===== config.mk =====
export PLATFORM = sky130hd
export DESIGN_NAME = omsp_spm_protect_seq
export DESIGN_NICKNAME = d
export VERILOG_FILES = /design/src/rtl/omsp_spm_pkg.sv /design/src/rtl/omsp_spm_range_cmp.sv /design/src/rtl/omsp_spm_protect_seq.sv
export SDC_FILE = /design/constraint.sdc
export NUM_CORES = 1
export LEC_CHECK = 0
export BUFFER_PORTS_ARGS = -buffer_cell sky130_fd_sc_hd__buf_2
export CORE_MARGIN = 1.5
export CORE_UTILIZATION = 28
export CTS_BUF_LIST = sky130_fd_sc_hd__clkbuf_2 sky130_fd_sc_hd__clkbuf_4 sky130_fd_sc_hd__clkbuf_8
export DETAILED_ROUTE_END_ITERATION = 7
export HOLD_SLACK_MARGIN = 0.03
export PLACE_DENSITY = 0.45
export SLEW_MARGIN = 25
export SYNTH_ARGS = -nofsm -noshare
export SYNTH_HDL_FRONTEND = slang
export SYNTH_SLANG_ARGS = --single-unit

===== constraint.sdc =====
create_clock -name mclk -period 4.5 [get_ports mclk]
set_clock_uncertainty 0.2 [all_clocks]
set_input_delay 0.225 -clock mclk [delete_from_list [all_inputs] [get_ports mclk]]
set_output_delay 0.225 -clock mclk [all_outputs]
set_load 0.05 [all_outputs]

===== src/rtl/omsp_spm_pkg.sv =====
// Shared encodings for the SPM protect/unprotect sequencer.
package omsp_spm_pkg;

  localparam int NB_SPMS_DFLT = 4;
  localparam int IDX_W_DFLT   = $clog2(NB_SPMS_DFLT);

  typedef enum logic [2:0] {
    ST_IDLE     = 3'd0,
    ST_VALIDATE = 3'd1,
    ST_SCAN     = 3'd2,
    ST_COMMIT   = 3'd3,
    ST_DONE     = 3'd4
  } state_t;

  localparam logic OP_PROTECT   = 1'b0;
  localparam logic OP_UNPROTECT = 1'b1;

  localparam logic [2:0] ERR_NONE      = 3'd0;
  localparam logic [2:0] ERR_LAYOUT    = 3'd1;
  localparam logic [2:0] ERR_OVERLAP   = 3'd2;
  localparam logic [2:0] ERR_FULL      = 3'd3;
  localparam logic [2:0] ERR_NOT_FOUND = 3'd4;

endpackage


===== src/rtl/omsp_spm_range_cmp.sv =====
// Half-open overlap test: [a0,a1) and [b0,b1) share at least one address.
module omsp_spm_range_cmp (
  input  logic [15:0] a0,
  input  logic [15:0] a1,
  input  logic [15:0] b0,
  input  logic [15:0] b1,
  output logic        hit
);

  assign hit = (a0 < b1) && (b0 < a1);

endmodule


===== src/rtl/omsp_spm_protect_seq.sv =====
// Serial protect/unprotect sequencer: scans one SPM slot per cycle, then strobes a write or clear.
//   state    | meaning
//   IDLE     | waiting for start; operands captured on start
//   VALIDATE | check public/secret layout of the new request
//   SCAN     | walk slots 0..NB_SPMS-1, overlap check / first-free / pc owner
//   COMMIT   | slot_wr or slot_clr strobe on the target slot
//   DONE     | done pulse, result on ok/err
module omsp_spm_protect_seq
  import omsp_spm_pkg::*;
#(
  parameter int NB_SPMS = NB_SPMS_DFLT,
  parameter int IDX_W   = IDX_W_DFLT
) (
  input  logic             mclk,
  input  logic             puc_rst_n,
  input  logic             start,
  input  logic             op,
  input  logic [15:0]      r12,
  input  logic [15:0]      r13,
  input  logic [15:0]      r14,
  input  logic [15:0]      r15,
  input  logic [15:0]      pc,
  output logic [IDX_W-1:0] slot_sel,
  input  logic             slot_enabled,
  input  logic [15:0]      slot_pub_start,
  input  logic [15:0]      slot_pub_end,
  input  logic [15:0]      slot_sec_start,
  input  logic [15:0]      slot_sec_end,
  output logic             slot_wr,
  output logic             slot_clr,
  output logic [63:0]      wr_data,
  output logic             busy,
  output logic             done,
  output logic             ok,
  output logic [2:0]       err
);

  localparam logic [IDX_W-1:0] LAST_IDX = IDX_W'(NB_SPMS - 1);

  state_t           state_q, state_d;
  logic             op_q, op_d;
  logic [15:0]      r12_q, r12_d, r13_q, r13_d, r14_q, r14_d, r15_q, r15_d, pc_q, pc_d;
  logic [IDX_W-1:0] idx_q, idx_d, tgt_q, tgt_d;
  logic             free_q, free_d;
  logic             slot_wr_q, slot_wr_d, slot_clr_q, slot_clr_d;
  logic             busy_q, busy_d, done_q, done_d, ok_q, ok_d;
  logic [2:0]       err_q, err_d;

  logic hit_layout, hit_pp, hit_ps, hit_sp, hit_ss;
  logic layout_ok, scan_hit, pc_match;

  omsp_spm_range_cmp u_cmp_layout (.a0(r12_q), .a1(r13_q), .b0(r14_q), .b1(r15_q), .hit(hit_layout));
  omsp_spm_range_cmp u_cmp_pp (.a0(r12_q), .a1(r13_q), .b0(slot_pub_start), .b1(slot_pub_end), .hit(hit_pp));
  omsp_spm_range_cmp u_cmp_ps (.a0(r12_q), .a1(r13_q), .b0(slot_sec_start), .b1(slot_sec_end), .hit(hit_ps));
  omsp_spm_range_cmp u_cmp_sp (.a0(r14_q), .a1(r15_q), .b0(slot_pub_start), .b1(slot_pub_end), .hit(hit_sp));
  omsp_spm_range_cmp u_cmp_ss (.a0(r14_q), .a1(r15_q), .b0(slot_sec_start), .b1(slot_sec_end), .hit(hit_ss));

  assign layout_ok = (r12_q < r13_q) && (r14_q < r15_q) && !hit_layout;
  assign scan_hit  = slot_enabled && (hit_pp || hit_ps || hit_sp || hit_ss);
  assign pc_match  = slot_enabled && (pc_q >= slot_pub_start) && (pc_q < slot_pub_end);

  always_ff @(posedge mclk or negedge puc_rst_n) begin
    if (!puc_rst_n) begin
      state_q    <= ST_IDLE;
      op_q       <= 1'b0;
      r12_q      <= '0;
      r13_q      <= '0;
      r14_q      <= '0;
      r15_q      <= '0;
      pc_q       <= '0;
      idx_q      <= '0;
      tgt_q      <= '0;
      free_q     <= 1'b0;
      slot_wr_q  <= 1'b0;
      slot_clr_q <= 1'b0;
      busy_q     <= 1'b0;
      done_q     <= 1'b0;
      ok_q       <= 1'b0;
      err_q      <= ERR_NONE;
    end else begin
      state_q    <= state_d;
      op_q       <= op_d;
      r12_q      <= r12_d;
      r13_q      <= r13_d;
      r14_q      <= r14_d;
      r15_q      <= r15_d;
      pc_q       <= pc_d;
      idx_q      <= idx_d;
      tgt_q      <= tgt_d;
      free_q     <= free_d;
      slot_wr_q  <= slot_wr_d;
      slot_clr_q <= slot_clr_d;
      busy_q     <= busy_d;
      done_q     <= done_d;
      ok_q       <= ok_d;
      err_q      <= err_d;
    end
  end

  always_comb begin
    state_d = state_q;
    op_d    = op_q;
    r12_d   = r12_q;
    r13_d   = r13_q;
    r14_d   = r14_q;
    r15_d   = r15_q;
    pc_d    = pc_q;
    idx_d   = idx_q;
    tgt_d   = tgt_q;
    free_d  = free_q;
    ok_d    = ok_q;
    err_d   = err_q;

    case (state_q)
      ST_IDLE: begin
        if (start) begin
          op_d    = op;
          r12_d   = r12;
          r13_d   = r13;
          r14_d   = r14;
          r15_d   = r15;
          pc_d    = pc;
          ok_d    = 1'b0;
          err_d   = ERR_NONE;
          idx_d   = '0;
          tgt_d   = '0;
          free_d  = 1'b0;
          state_d = (op == OP_UNPROTECT) ? ST_SCAN : ST_VALIDATE;
        end
      end
      ST_VALIDATE: begin
        idx_d = '0;
        if (layout_ok) begin
          state_d = ST_SCAN;
        end else begin
          err_d   = ERR_LAYOUT;
          state_d = ST_DONE;
        end
      end
      ST_SCAN: begin
        if (op_q == OP_PROTECT) begin
          if (scan_hit) begin
            err_d   = ERR_OVERLAP;
            state_d = ST_DONE;
          end else begin
            if (!slot_enabled && !free_q) begin
              free_d = 1'b1;
              tgt_d  = idx_q;
            end
            // free_d already includes a free slot found on this last cycle
            if (idx_q == LAST_IDX) begin
              if (free_d) begin
                state_d = ST_COMMIT;
              end else begin
                err_d   = ERR_FULL;
                state_d = ST_DONE;
              end
            end else begin
              idx_d = idx_q + 1'b1;
            end
          end
        end else begin
          if (pc_match) begin
            tgt_d   = idx_q;
            state_d = ST_COMMIT;
          end else if (idx_q == LAST_IDX) begin
            err_d   = ERR_NOT_FOUND;
            state_d = ST_DONE;
          end else begin
            idx_d = idx_q + 1'b1;
          end
        end
      end
      ST_COMMIT: begin
        ok_d    = 1'b1;
        state_d = ST_DONE;
      end
      ST_DONE: begin
        state_d = ST_IDLE;
      end
      default: begin
        state_d = ST_IDLE;
      end
    endcase

    slot_wr_d  = (state_d == ST_COMMIT) && (op_q == OP_PROTECT);
    slot_clr_d = (state_d == ST_COMMIT) && (op_q == OP_UNPROTECT);
    done_d     = (state_d == ST_DONE);
    busy_d     = (state_d != ST_IDLE) && (state_d != ST_DONE);
  end

  always_comb begin
    slot_sel = '0;
    case (state_q)
      ST_SCAN:   slot_sel = idx_q;
      ST_COMMIT: slot_sel = tgt_q;
      default:   slot_sel = '0;
    endcase
  end

  assign slot_wr  = slot_wr_q;
  assign slot_clr = slot_clr_q;
  assign wr_data  = {r12_q, r13_q, r14_q, r15_q};
  assign busy     = busy_q;
  assign done     = done_q;
  assign ok       = ok_q;
  assign err      = err_q;

endmodule

==> summary.md <==
| Metric | Value |
|---|---|
| Final worst path period share | approximately 77% |
| First-pass GRT wire length | between 40000 and 50000 µm |
| Pleak | 0.00556 µW |
| FFs w/ async S/R, synth | 100% |
| Crit. Startpoint | r15_q[14]$_DFFE_PN0P_ |
| Area contributors post-synth | ha_1 31%, dfrtp_1 29%, mux2_2 6.8%, o21ai_0 4.3%, inv_1 3.6% |
| Worst r2r src | r15_q[14]$_DFFE_PN0P_ |
| Setup CP Type | reg -> reg |
| CTS buffer count | 9 |
| Diodes inserted | 0 |
| Nets@finish | 1553 |
| CP required | 4600 ps |
| Min Clock Period, post-route | 3490 ps |
| Top cells by count, synth | 212 x ha_1, 97 x dfrtp_1, 81 x inv_1 |
| Overflow after GRT | 0 |
| RSZ-0062 raised after global routing | false |
| Mapped Nets | 1248 |
| Critical path startpoint category | flop |
| Primary FF master, synth | dfrtp_1 |
| Synth Warn # | 0 |
| Initial DRC Count | around 360 |
| Final Hold Vio Count | 0 |
| CTS tree | built |
| Outcome | completed |
| Total GRT Usage | about a fifth |
| Via count | ~7600 |
| DRT antenna net count | 0 |
| Chip height | 177 µm |
| Clock sinks | 97 |
| Starting Density | around 29% |
| Final setup vio count | 0 |
| GPL Wtd Cong | 0.821 |
| Die X | roughly 180 µm |
| Htree depth | 3 |
| Critical Path End Type | flop |
| Pwr Density | around 710 nW/µm² |
| Core box area | 29700 µm² |
| Register area share after synthesis | 28.7% |
| Cell accounting for the most synthesized area | ha_1 |
| Post-synth EDFFs | 0 |
| Die footprint | roughly 31000 µm² |
| #FFs+latches synth | between 90 and 100 |
| Least-Margin Pin Slew | ~920 ps |
| Clk slew on worst S/H paths | between 100 and 150 ps |
| Top-count cell post-synth | ha_1 |
| Vias in the first global route | ~7800 |
| Vias per Instance | roughly 4.8 |
| Total iterations of the first detailed-routing run | 5 |
| Clock buffer depth | 2 |
| Fin. max-slew vios | 0 |
| Maximum clock rate | ~290 MHz |
| Syn_area_per_cell | between 9 and 10 µm² |
| Rows | 63 |
| Cts repair resizes | 0 |
| Distinct cells, synth | 58 |
| Mapped Area | 8470 µm² |
| Non-Filler Instances | 1587 |
| # hold bufs at CTS | 82 |
| Crit-path cells | inv_1 -> ha_1 -> nand4_1 -> nor3_2 -> o21ai_1 -> o41ai_1 -> nor4_1 -> o41ai_2 -> nand2_1 -> o211a_4 -> mux2_4 |
| Synth top area share | about 31% |
| TNS Setup | 0 ps |
| Filler instances | 3027 |
| CTS root buffer | clkbuf_8 |
| Hold Crit Class | in -> reg |
| Slew headroom | around 39% |
| Post-Syn Instances | between 800 and 900 |
| Max VDD drop | between 0.5 and 0.6 mV |
| Max-Cap Viols | 0 |
| Setup repair bufs after CTS | 0 |
| Critical Path Sink | err[1]$_DFFE_PN0P_ |
| Drt total wl | about 29000 µm |
| Worst path max stage delay | approximately 510 ps |
| Worst skew pair latency | 410 ps |
| # DRC | 0 |
| CP max FO | 5 |
| Layout area overhead | 30.9% |
| I/O Buffers | about 220 |
| Placed insts | between 1000 and 1500 |
| Worst R2R End | err[1]$_DFFE_PN0P_ |
| HPWL Detailed | 23900 µm |
| R2R Setup Slk | just over 1000 ps |
| Slowest cell on crit path | o41ai_1 |
| WL/cell | 18.5 µm |
| Worst r2r path cells | 11 |
| Critical Path AT | approximately 3600 ps |
| Antenna violations before repair | 0 |
| Layout cell share with drive strength beyond 1 | between 20% and 30% |
| # IOs | roughly 220 |
| Largest net degree at the start of global routing | 74 |
## placed cells by master, fill, tap and decap left out, drive strengths merged, types with 2 or more instances in the layout
| cell | synthesis | layout |
|---|---|---|
| mux2 | 54 | 54 |
| a221oi | 3 | 3 |
| dlygate4sd3 | 0 | 82 |
| clkbuf | 12 | 9 |
| nand3b | 2 | 2 |
| or2 | 2 | 2 |
| nand3 | 12 | 12 |
| o2111ai | 2 | 2 |
| nor2 | 39 | 39 |
| nand2 | 70 | 70 |
| dfrtp | 97 | 97 |
| and2 | 3 | 3 |
| buf | 2 | 226 |
| nor3 | 15 | 15 |
| and3 | 5 | 5 |
| and4 | 2 | 2 |
| a21o | 13 | 13 |
| or3b | 3 | 3 |
| o21ai | 77 | 77 |
| a2111oi | 7 | 7 |
| a21oi | 60 | 60 |
| inv | 81 | 85 |
| a21boi | 4 | 4 |
| a211o | 4 | 4 |
| nand4 | 25 | 25 |
| nand2b | 11 | 11 |
| mux2i | 2 | 2 |
| a211oi | 19 | 19 |
| o21bai | 4 | 4 |
| nor3b | 5 | 5 |
| or3 | 2 | 2 |
| nor4 | 4 | 4 |
| ha | 212 | 212 |
| nor2b | 4 | 4 |
| o41ai | 3 | 3 |
| o211ai | 6 | 6 |
| o21a | 7 | 7 |
| o31ai | 3 | 3 |
## layer usage
| metal | routed length, µm | track usage, % |
|---|---|---|
| met5 | 0 | 0 |
| met4 | 255 | 3.39 |
| met3 | 1230 | 2.99 |
| met2 | 13900 | 33.2 |
| met1 | 14000 | 25.2 |
## power by group
| part | internal, µW | switching, µW | total [µW] | leakage (µW) |
|---|---|---|---|---|
| registers | 1280 | 602 | 1880 | 0.00118 |
| clock network | 268 | 371 | 639 | 0.000103 |
| logic | 1930 | 3380 | 5300 | 0.00427 |
## worst min-delay path by stage
stage,to,slack (ps),start,cells after the start
after floorplan,busy$_DFF_PN0_,-270,puc_rst_n,0
final,ok$_DFFE_PN0P_,50,start,4
after global placement,r13_q[2]$_DFFE_PN0P_,230,puc_rst_n,1
after detailed placement,r13_q[3]$_DFFE_PN0P_,220,puc_rst_n,1
after CTS,ok$_DFFE_PN0P_,30,start,4
after global routing,ok$_DFFE_PN0P_,80,start,4
## critical path, delay by kind of cell, from the launching register on
kind | cells | cell delay [ps]
fa+ha+maj | 1 | 320
flops | 1 | 360
mux | 1 | 290
compound gates | 4 | 1280
buf+inv | 1 | 120
simple gates | 4 | 810
## through the flow
step | util (%) | cell area, µm² | setup slack (ps) | hold WS (ps) | total power (µW)
after floorplan | - | 8470 | 1300 | -271 | 5510
after global placement | 33.8 | 10100 | 1000 | 226 | 7080
after detailed placement | 33.8 | 10100 | 991 | 224 | 7160
after CTS | 37.3 | 11100 | 991 | 30.2 | 7900
after global routing | 37.3 | 11100 | 623 | 76.9 | 8590
final | 37.3 | 11100 | 1010 | 46.5 | 7830
## cell type report
cell class,instances,area (µm²),share of cell area [%]
multi-input cells,695,5700,51.4
repair buffers,308,1960,17.7
clock inverters,7,83.8,0.756
flip-flops and latches,97,2430,21.9
clock buffers,9,124,1.12
inverters,81,304,2.74
well taps,390,488,4.40
## state kept, by name, summed over array words and instances (netlist names)
name      flops
err           3
busy          1
tgt_q         2
state_q       3
slot_clr      1
r12_q        16
done          1
ok            1
pc_q         16
idx_q         2
op_q          1
free_q        1
r14_q        16
r13_q        16
slot_wr       1
r15_q        16
## logic make-up (layout without fill, tap and decap cells)
family | count (synthesis) | after routing | synth area share, %
AND/OR/NAND/NOR | 207 | 207 | 12.1
flip-flops | 97 | 97 | 28.7
multiplexers | 56 | 56 | 7.55
AO/OA/AOI/OAI | 220 | 220 | 16.2
adder cells (fa/ha/maj) | 212 | 212 | 31.3
buffers and inverters | 95 | 405 | 4.21
Note: power is estimated with default switching activity, not from simulation.
